## src/rtl/subsurf_pkg.sv

```systemverilog
// Shared types for the multi-level subdivision sequencer: RAM mux owner codes,
// FSM states and the default RAM address width.
package subsurf_pkg;

    localparam int DEF_ADDR_WIDTH = 11;

    typedef enum logic [2:0] {
        SEL_NONE     = 3'd0,
        SEL_SUBDIV   = 3'd1,
        SEL_NEIGHBOR = 3'd2,
        SEL_AVERAGER = 3'd3,
        SEL_COPY     = 3'd4
    } sel_e;

    typedef enum logic [2:0] {
        ST_IDLE,
        ST_LAUNCH,
        ST_WAIT,
        ST_COPY,
        ST_FIN
    } state_e;

    // Stage owner code to its bit in stage_start/stage_busy.
    function automatic logic [2:0] stage_onehot(input sel_e s);
        case (s)
            SEL_SUBDIV:   return 3'b001;
            SEL_NEIGHBOR: return 3'b010;
            SEL_AVERAGER: return 3'b100;
            default:      return 3'b000;
        endcase
    endfunction

endpackage

```

## src/rtl/subsurf_sched_copier.sv

```systemverilog
// Bank 2 -> bank 0 copy engine: one read per cycle, each write trails its read by one
// cycle so the synchronous bank 2 read data can be forwarded straight into bank 0.
module bank_copier #(
    parameter int ADDR_WIDTH = subsurf_pkg::DEF_ADDR_WIDTH
) (
    input  logic                  clk,
    input  logic                  rst,
    input  logic                  go,
    input  logic                  abort,
    input  logic [ADDR_WIDTH:0]   len,
    output logic                  done,
    output logic                  cp_en0,
    output logic [3:0]            cp_we0,
    output logic [ADDR_WIDTH-1:0] cp_a0,
    output logic [31:0]           cp_di0,
    output logic                  cp_en2,
    output logic [ADDR_WIDTH-1:0] cp_a2,
    input  logic [31:0]           do2
);

    logic                active;
    logic [ADDR_WIDTH:0] k;
    logic [ADDR_WIDTH:0] k_inc;

    assign k_inc  = k + 1'b1;
    assign done   = active && (k == len);
    assign cp_di0 = do2;

    // k is the copy cycle index; the final cycle (k == len) only writes the last word.
    always_ff @(posedge clk or posedge rst) begin
        if (rst) begin
            active <= 1'b0;
            k      <= '0;
            cp_en2 <= 1'b0;
            cp_a2  <= '0;
            cp_en0 <= 1'b0;
            cp_we0 <= 4'h0;
            cp_a0  <= '0;
        end else if (abort || (active && done)) begin
            active <= 1'b0;
            k      <= '0;
            cp_en2 <= 1'b0;
            cp_a2  <= '0;
            cp_en0 <= 1'b0;
            cp_we0 <= 4'h0;
            cp_a0  <= '0;
        end else if (go) begin
            active <= 1'b1;
            k      <= '0;
            cp_en2 <= (len != '0);
            cp_a2  <= '0;
            cp_en0 <= 1'b0;
            cp_we0 <= 4'h0;
            cp_a0  <= '0;
        end else if (active) begin
            k      <= k_inc;
            cp_en2 <= (k_inc < len);
            cp_a2  <= (k_inc < len) ? k_inc[ADDR_WIDTH-1:0] : '0;
            cp_en0 <= 1'b1;
            cp_we0 <= 4'hF;
            cp_a0  <= k[ADDR_WIDTH-1:0];
        end
    end

endmodule

```

## src/rtl/subsurf_sched.sv

```systemverilog
// Multi-level sequencer: runs subdiv -> neighbor -> averager per pass, copies the
// result bank back to the object bank between passes, and owns the RAM mux select.
module subsurf_sched
    import subsurf_pkg::*;
#(
    parameter int ADDR_WIDTH = DEF_ADDR_WIDTH,
    parameter int START_HOLD = 3,
    parameter int WDOG_W     = 20
) (
    input  logic                  clk,
    input  logic                  rst,
    input  logic                  start,
    input  logic                  abort,
    input  logic [2:0]            levels,
    input  logic [ADDR_WIDTH:0]   copy_len,
    input  logic [2:0]            stage_busy,
    output logic [2:0]            stage_start,
    output sel_e                  sel,
    output logic                  cp_en0,
    output logic [3:0]            cp_we0,
    output logic [ADDR_WIDTH-1:0] cp_a0,
    output logic [31:0]           cp_di0,
    output logic                  cp_en2,
    output logic [ADDR_WIDTH-1:0] cp_a2,
    input  logic [31:0]           do2,
    output logic                  busy,
    output logic                  done,
    output logic                  err,
    output logic [2:0]            level_idx
);

    localparam int HOLD_W = (START_HOLD > 1) ? $clog2(START_HOLD) : 1;
    localparam logic [HOLD_W-1:0] HOLD_LAST = HOLD_W'(START_HOLD - 1);
    localparam logic [WDOG_W-1:0] WDOG_LAST = {{(WDOG_W-1){1'b1}}, 1'b0};

    state_e              state, state_n;
    sel_e                stage_q, stage_n, sel_n;
    logic [2:0]          levels_q, levels_n, level_n, start_n;
    logic [ADDR_WIDTH:0] len_q, len_n;
    logic                busy_n, err_n, done_n, cur_busy;
    logic [HOLD_W-1:0]   hold_cnt;
    logic [WDOG_W-1:0]   wdog;
    logic                copy_go, copy_done;

    always_comb begin
        state_n  = state;
        stage_n  = stage_q;
        level_n  = level_idx;
        levels_n = levels_q;
        len_n    = len_q;
        busy_n   = busy;
        err_n    = err;
        done_n   = 1'b0;
        cur_busy = |(stage_busy & stage_onehot(stage_q));

        case (state)
            ST_IDLE: begin
                if (start) begin
                    err_n = 1'b0;
                    if (levels != 3'd0) begin
                        levels_n = levels;
                        len_n    = copy_len;
                        stage_n  = SEL_SUBDIV;
                        level_n  = 3'd0;
                        busy_n   = 1'b1;
                        state_n  = ST_LAUNCH;
                    end else begin
                        state_n = ST_FIN;
                    end
                end
            end
            ST_LAUNCH: begin
                if (hold_cnt == HOLD_LAST) state_n = ST_WAIT;
            end
            ST_WAIT: begin
                if (wdog == WDOG_LAST) begin
                    err_n   = 1'b1;
                    busy_n  = 1'b0;
                    state_n = ST_IDLE;
                end else if (!cur_busy) begin
                    case (stage_q)
                        SEL_SUBDIV: begin
                            stage_n = SEL_NEIGHBOR;
                            state_n = ST_LAUNCH;
                        end
                        SEL_NEIGHBOR: begin
                            stage_n = SEL_AVERAGER;
                            state_n = ST_LAUNCH;
                        end
                        default: begin
                            if (level_idx == levels_q - 3'd1) begin
                                done_n  = 1'b1;
                                state_n = ST_FIN;
                            end else if (len_q == '0) begin
                                level_n = level_idx + 3'd1;
                                stage_n = SEL_SUBDIV;
                                state_n = ST_LAUNCH;
                            end else begin
                                state_n = ST_COPY;
                            end
                        end
                    endcase
                end
            end
            ST_COPY: begin
                if (copy_done) begin
                    level_n = level_idx + 3'd1;
                    stage_n = SEL_SUBDIV;
                    state_n = ST_LAUNCH;
                end
            end
            ST_FIN: begin
                // A zero-level job enters with done low, so FIN lingers one extra cycle to pulse it.
                if (done) begin
                    busy_n  = 1'b0;
                    state_n = ST_IDLE;
                end else begin
                    done_n = 1'b1;
                end
            end
            default: state_n = ST_IDLE;
        endcase

        if (abort && (state != ST_IDLE)) begin
            state_n = ST_IDLE;
            busy_n  = 1'b0;
            done_n  = 1'b0;
        end

        case (state_n)
            ST_LAUNCH, ST_WAIT: sel_n = stage_n;
            ST_COPY:            sel_n = SEL_COPY;
            default:            sel_n = SEL_NONE;
        endcase
        start_n = (state_n == ST_LAUNCH) ? stage_onehot(stage_n) : 3'b000;
    end

    assign copy_go = (state == ST_WAIT) && (state_n == ST_COPY);

    // Outputs are registered from their next-state values so they change with the state.
    always_ff @(posedge clk or posedge rst) begin
        if (rst) begin
            state       <= ST_IDLE;
            stage_q     <= SEL_NONE;
            levels_q    <= 3'd0;
            len_q       <= '0;
            level_idx   <= 3'd0;
            busy        <= 1'b0;
            err         <= 1'b0;
            done        <= 1'b0;
            stage_start <= 3'b000;
            sel         <= SEL_NONE;
            hold_cnt    <= '0;
            wdog        <= '0;
        end else begin
            state       <= state_n;
            stage_q     <= stage_n;
            levels_q    <= levels_n;
            len_q       <= len_n;
            level_idx   <= level_n;
            busy        <= busy_n;
            err         <= err_n;
            done        <= done_n;
            stage_start <= start_n;
            sel         <= sel_n;
            hold_cnt    <= (state_n != state) ? '0 :
                           (state == ST_LAUNCH) ? hold_cnt + 1'b1 : hold_cnt;
            wdog        <= (state_n != state) ? '0 :
                           (state == ST_WAIT) ? wdog + 1'b1 : wdog;
        end
    end

    bank_copier #(
        .ADDR_WIDTH(ADDR_WIDTH)
    ) u_copier (
        .clk    (clk),
        .rst    (rst),
        .go     (copy_go),
        .abort  (abort),
        .len    (len_q),
        .done   (copy_done),
        .cp_en0 (cp_en0),
        .cp_we0 (cp_we0),
        .cp_a0  (cp_a0),
        .cp_di0 (cp_di0),
        .cp_en2 (cp_en2),
        .cp_a2  (cp_a2),
        .do2    (do2)
    );

endmodule

```

## config.mk

```make
export PLATFORM = sky130hd
export DESIGN_NAME = subsurf_sched
export DESIGN_NICKNAME = d
export VERILOG_FILES = /design/src/rtl/subsurf_pkg.sv /design/src/rtl/subsurf_sched_copier.sv /design/src/rtl/subsurf_sched.sv
export SDC_FILE = /design/constraint.sdc
export NUM_CORES = 1
export LEC_CHECK = 0
export BUFFER_PORTS_ARGS = -buffer_cell sky130_fd_sc_hd__buf_4
export CAP_MARGIN = 0
export CORE_UTILIZATION = 55
export DETAILED_ROUTE_END_ITERATION = 16
export GPL_ROUTABILITY_DRIVEN = 0
export PLACE_DENSITY = 0.81
export SYNTH_ARGS = -nofsm -noshare
export SYNTH_HDL_FRONTEND = slang
export SYNTH_HIERARCHICAL = 1
export SYNTH_SLANG_ARGS = --single-unit
```

## constraint.sdc

```tcl
create_clock -name clk -period 3.5 [get_ports clk]
set_clock_uncertainty 0.1 [all_clocks]
set_input_delay 0.525 -clock clk [delete_from_list [all_inputs] [get_ports clk]]
set_output_delay 0.525 -clock clk [all_outputs]
set_load 0.01 [all_outputs]
```

Word level (Yosys, flattened, before mapping) --
Cells that the tools add are included.
Operators by class: add/subtract/negate cells 5, order comparisons 1, equal/unequal tests 31, muxes and demuxes 75, bitwise gates (word level) 1, reductions and logical operators 24
Operators by type and width (count):
- 3-bit two-way mux | 26
- 11-bit two-way mux | 7
- 20-bit two-way mux | 2
- 12-bit two-way mux | 3
- 3-bit one-hot mux with 3 select lines | 4
- 3-bit by 2-bit == test with 1-bit output (second input constant) | 8
- 1-bit two-way mux | 21
- 20-bit by 1-bit adder with 20-bit output (second input constant) | 1
- 20-bit == test (second input constant) | 1
- 2-bit inequality test (second input constant) | 8
- 3-bit one-hot mux with 5 select lines | 1
- 12-bit by 1-bit adder with 12-bit output (second input constant) | 1
- 12-bit == test | 1
- 3-bit by 1-bit == test with 1-bit output (second input constant) | 4
- 12-bit logical NOT | 1
- 12-bit less-than comparator | 1
- 4-bit two-way mux | 3
- 3-bit inequality test (second input constant) | 4
- 3-bit one-hot mux with 2 select lines | 2
- 12-bit nonzero test | 1
- 3-bit nonzero test | 4
- 9-bit AND reduction | 1
- 2-bit nonzero test | 4
- 2-bit two-way mux | 3
- 19 further kinds | 25
Storage, ports and cells: register bits 96, input bits 54, output and inout port bits 72, logic and storage cells 156

Depth between registers and ports, before layout --
depth in word-level cells 12, depth in mapped cells 13, depth with buffers taken out 13

Cells and area by module --
Netlist, hierarchy kept.
By module, submodules not included:
- subsurf_sched | times used 1, cells each 291, area each 2954.1 um^2, seq. area each 1376.3 um^2
- bank_copier | times used 1, cells each 261, area each 2437.3 um^2, seq. area each 925.9 um^2

Least setup slack after synthesis --
OpenSTA, ideal clock, no wires.
path type register -> register, start point register u_copier.k[0], end point register u_copier.cp_a2[0], setup time 66 ps, data arrival time 2903 ps, required time 3334 ps, setup slack 431 ps, stages on the path, launching flop included 12, buffers on the path 0, period minus slack after synthesis 3069 ps, cell sequence dfrtp_1 -> ha_1 -> nor2b_1 -> nand4_1 -> nor3_1 -> o21ai_0 -> o32ai_2 -> nor3_1 -> inv_1 -> o311ai_4 -> nor2_1 -> a22o_1
On the way: cells in the longest elaborated chain, start to end 9, elaborated cells on any way between the ends 16, classes of those cells 1 x add/sub; 1 x order compare; 2 x eq/ne; 7 x mux; 5 x reduce/logical
RTL lines:
- start: declaration | RTL line subsurf_sched_copier.sv:22 | logic [ADDR_WIDTH:0] k;
- start signal: assignment | RTL line subsurf_sched_copier.sv:56 | k <= k_inc;
- 12-bit == test * | RTL line subsurf_sched_copier.sv:26 | assign done = active && (k == len);
- 1-bit logical AND * | RTL line subsurf_sched_copier.sv:26
- net copy_done | RTL line subsurf_sched.sv:43 | logic copy_go, copy_done;
- 3-bit two-way mux * | RTL line subsurf_sched.sv:106 | if (copy_done) begin
- 3-bit one-hot mux with 5 select lines * | RTL line subsurf_sched.sv:56 | case (state)
- 3-bit two-way mux * | RTL line subsurf_sched.sv:124 | if (abort && (state != ST_IDLE)) begin
- 3-bit by 2-bit == test with 1-bit output * | RTL line subsurf_sched.sv:138 | assign copy_go = (state == ST_WAIT) && (state_n == ST_COPY);
- 1-bit logical AND * | RTL line subsurf_sched.sv:138
- net copy_go | RTL line subsurf_sched.sv:43
- 11-bit two-way mux | RTL line subsurf_sched_copier.sv:47 | end else if (go) begin
- 11-bit two-way mux | RTL line subsurf_sched_copier.sv:39 | end else if (abort || (active && done)) begin
- end signal: assignment | RTL line subsurf_sched_copier.sv:58 | cp_a2 <= (k_inc < len) ? k_inc[ADDR_WIDTH-1:0] : '0;
- end: declaration | RTL line subsurf_sched_copier.sv:17 | output logic [ADDR_WIDTH-1:0] cp_a2,
Mark *: on every way through the listed nets, which the timed path passes. The rest lies on a longest branch. The select of a mux whose other input is x is not followed. A chain may end at the register's enable or synchronous reset.

Final worst setup path --
start point register u_copier.k[3], end point register u_copier.cp_a2[7]
On the way: cells in the longest elaborated chain, start to end 9, elaborated cells on any way between the ends 16, classes of those cells 1 x add/sub; 1 x order compare; 2 x eq/ne; 7 x mux; 5 x reduce/logical
RTL lines:
- branches (longest 9 deep; another with 12-bit by 1-bit adder with 12-bit output)
Parallel ways; which one is timed is not known. The select of a mux whose other input is x is not followed.

==> results by group <==
Floorplanning
  – Core area: 9370 sq um
  – Std-Cell Rows: 35
  – Die area: 10,200 sq um
  – Top-Level Pins: 126
  – Die Wd: 101 microns
  – Die height: 101 microns
  – Initial core utilization: 0.575

Placed design
  – Port Buffers: 61
  – Dpl cell area: around 5700 sq um
  – Dpl hpwl: 8.93 mm

Power
  – Power per cell area: 590 nW/um^2
  – Peak VDD IR: 0.445 mV
  – Leakage: 2.82 nW

STA
  – Max Slew Vio Count: 0
  – RSZ-0062 raised after global routing: no
  – Period utilization: 0.929
  – Final hold viol count: 0
  – Fmax: about 310 MHz
  – Setup violations, final: 0
  – Worst-Margin Slew: between 0.9 and 1 ns
  – TNS Setup: 0 ns
  – Slew headroom: 0.333
  – Min cycle time layout: 3.25 ns

Clock tree
  – CTS sink count: 92
  – Clock Latency Late Sink: 0.36 ns
  – Deepest clock path buffer count: 2
  – CTS tree: done
  – Post-CTS Hold Fix Bufs: 0
  – H-tree levels: 3
  – Clk root buf: clkbuf_8
  – Clock-pin slew on the worst setup and hold paths: 0.09 ns
  – Num CTS Buffers: 9

Global routing
  – Largest net degree at the start of global routing: 30
  – First-pass GRT wire length: 19.7 mm
  – Vias in the first global route: 3,989
  – Initial antenna violation count: 0
  – Total Routing Usage GR: 0.252
  – Remaining global-route overflow: 0

Finish
  – Ratio of cells with drive above 1 in the final layout: 0.221
  – Post-route cell area: 5950 sq um
  – Nets: 650
  – Fillers: 752
  – Ant diodes: 0
  – Area grow syn2layout: 10.4%
  – Final Core Density: 0.635

Synthesis
  – Number of flops mapped to enable cells by yosys: 0
  – Netlist Area Pre-Place: approximately 5400 sq um
  – Yosys top cell by area: dfrtp_1
  – Post-Synthesis Net Count: 624
  – Asr flop ratio synth: 1.00
  – Synth warn: 6
  – Syn_area_per_cell: 9.77 sq um
  – Top cell type's share of synthesized area: 0.427
  – Flops & latches, synth: 92
  – Area contributors post-synth: dfrtp_1 (43%), buf_4 (5.2%), xnor2_1 (4.7%)
  – Seq/Total Area, Yosys: 0.427
  – Syn Inst Count: 552
  – Netlist cell types: 67
  – Post-synth top flop: dfrtp_1

Worst setup path
  – CP Data Arrival Time: 3.44 ns
  – Worst setup EP type: flip-flop
  – Critical Path RT: 3.69 ns
  – Startpoint Class: flip-flop
  – Crit Path Category: reg2reg
  – CP max FO: 9

Flow run
  – Max Cap Viol: 0

Route
  – DR DRC count: 0
  – DR vias/cell: 5.72
  – Vias: 4,070
  – Final antenna-violating net count: 0
  – Average wire per standard cell: 16.9 microns
  – First DRT Iteration DRCs: ~250
  – Pre-antenna DRT Iters: 5
  – Routed WL: 12.0 mm

Worst hold path
  – HP Class: in2async

Status
  – Status: finished, final reports clean
## what timing repair did
item | CTS | global route
setup buffers | 0 | 0
endpoints found under the setup margin | 0 | 10
gates resized for setup | 0 | 3
endpoints found under the hold margin | 0 | 0
## metal layers
metal  vias up  wire length, microns  GRT usage
li1       1905                     -          -
met1      1987                  5260      0.342
met2       153                  5790      0.407
met3        25                   734     0.0492
met4         0                   258     0.0870
met5         -                     0          0
## path summary, 6_finish.rpt
kind | from | endpoint | slack, ns | cells after the start
min in group clk | levels[2] | levels_q[2] | 0.28 | 3
setup reg to reg | u_copier/k[3] | u_copier/cp_a2[7] | 0.25 | 10
setup / recovery | u_copier/k[3] | u_copier/cp_a2[7] | 0.25 | 10
max in group asynchronous | rst | u_copier/cp_a2[6] | 2.26 | 3
hold / removal | rst | len_q[2] | 0.12 | 2
hold reg to reg | levels_q[1] | levels_q[1] | 0.38 | 2
## worst max-delay path: stages (launching register included)
cell,delay (ns)
dfrtp_1,0.53
nand4_1,0.25
or4_1,0.57
nor2_1,0.16
xor2_1,0.23
ha_1,0.29
nand4_1,0.15
o21ai_0,0.12
a211oi_1,0.29
and3b_2,0.33
a22o_1,0.16
## cells in the final DEF, fill, tap and decap left out, types with 14 or more instances in the layout
cell,Yosys,routed
xor2_1,25,25
dfrtp_1,92,92
inv_1,34,33
nand2_1,43,43
nand3_1,17,17
ha_1,18,18
mux2_2,14,14
a21oi_1,17,17
xnor2_1,29,29
nor2_1,66,65
buf_4,37,74
## final cells by class
| type | count | area [sq um] | share of cell area |
|---|---|---|---|
| multi-input cells | 367 | 2580 | 0.433 |
| flip-flops and latches | 92 | 2300 | 0.387 |
| repair buffers | 74 | 556 | 0.0933 |
| well taps | 129 | 161 | 0.0271 |
| clock buffers | 11 | 141 | 0.0237 |
| inverters | 34 | 128 | 0.0214 |
| clock inverters | 5 | 85.1 | 0.0143 |
## logic make-up (layout without fill, tap and decap cells)
group	after synthesis	in the layout	synth area share
adders and majority gates	19	19	0.0436
buffers and inverters	93	124	0.0958
AOI/OAI and AO/OA	67	67	0.0993
muxes	26	26	0.0515
and+or+nand+nor	200	200	0.191
DFF	92	92	0.427
xor gates and xnor gates	55	55	0.0919
## Yosys cell counts (6+ instances only)
library cell	count
a21oi_1	17
a22o_1	9
and3_1	6
buf_2	11
buf_4	37
clkbuf_1	7
dfrtp_1	92
ha_1	18
inv_1	34
mux2_2	14
mux2i_1	12
nand2_1	43
nand2b_1	11
nand3_1	17
nand4_1	12
nor2_1	66
nor3_1	7
nor4_1	9
o21ai_0	9
xnor2_1	29
xor2_1	25
## sequential cells by signal, summed over array words and instances (netlist names), 11 cells and up
signal and cells:
u_copier/cp_a0 11, wdog 20, u_copier/k 12, len_q 12, u_copier/cp_a2 11
## where the power goes
part,total (mW),switching [mW],internal (mW)
clock,0.803,0.378,0.425
sequential,1.45,0.224,1.22
combinational,1.26,0.713,0.548
total,3.51,1.31,2.20
## per-stage QoR
step	hold slack [ns]	power [mW]	worst slack, ns	std cells
floorplan	0.346	2.36	0.431	552
global placement	0.362	2.64	0.372	696
detailed placement	0.368	2.70	0.217	696
CTS	0.119	3.50	0.183	712
global route	0.164	3.71	0.0147	712
finish	0.116	3.51	0.250	712
Power figures use the tool's default switching activity.
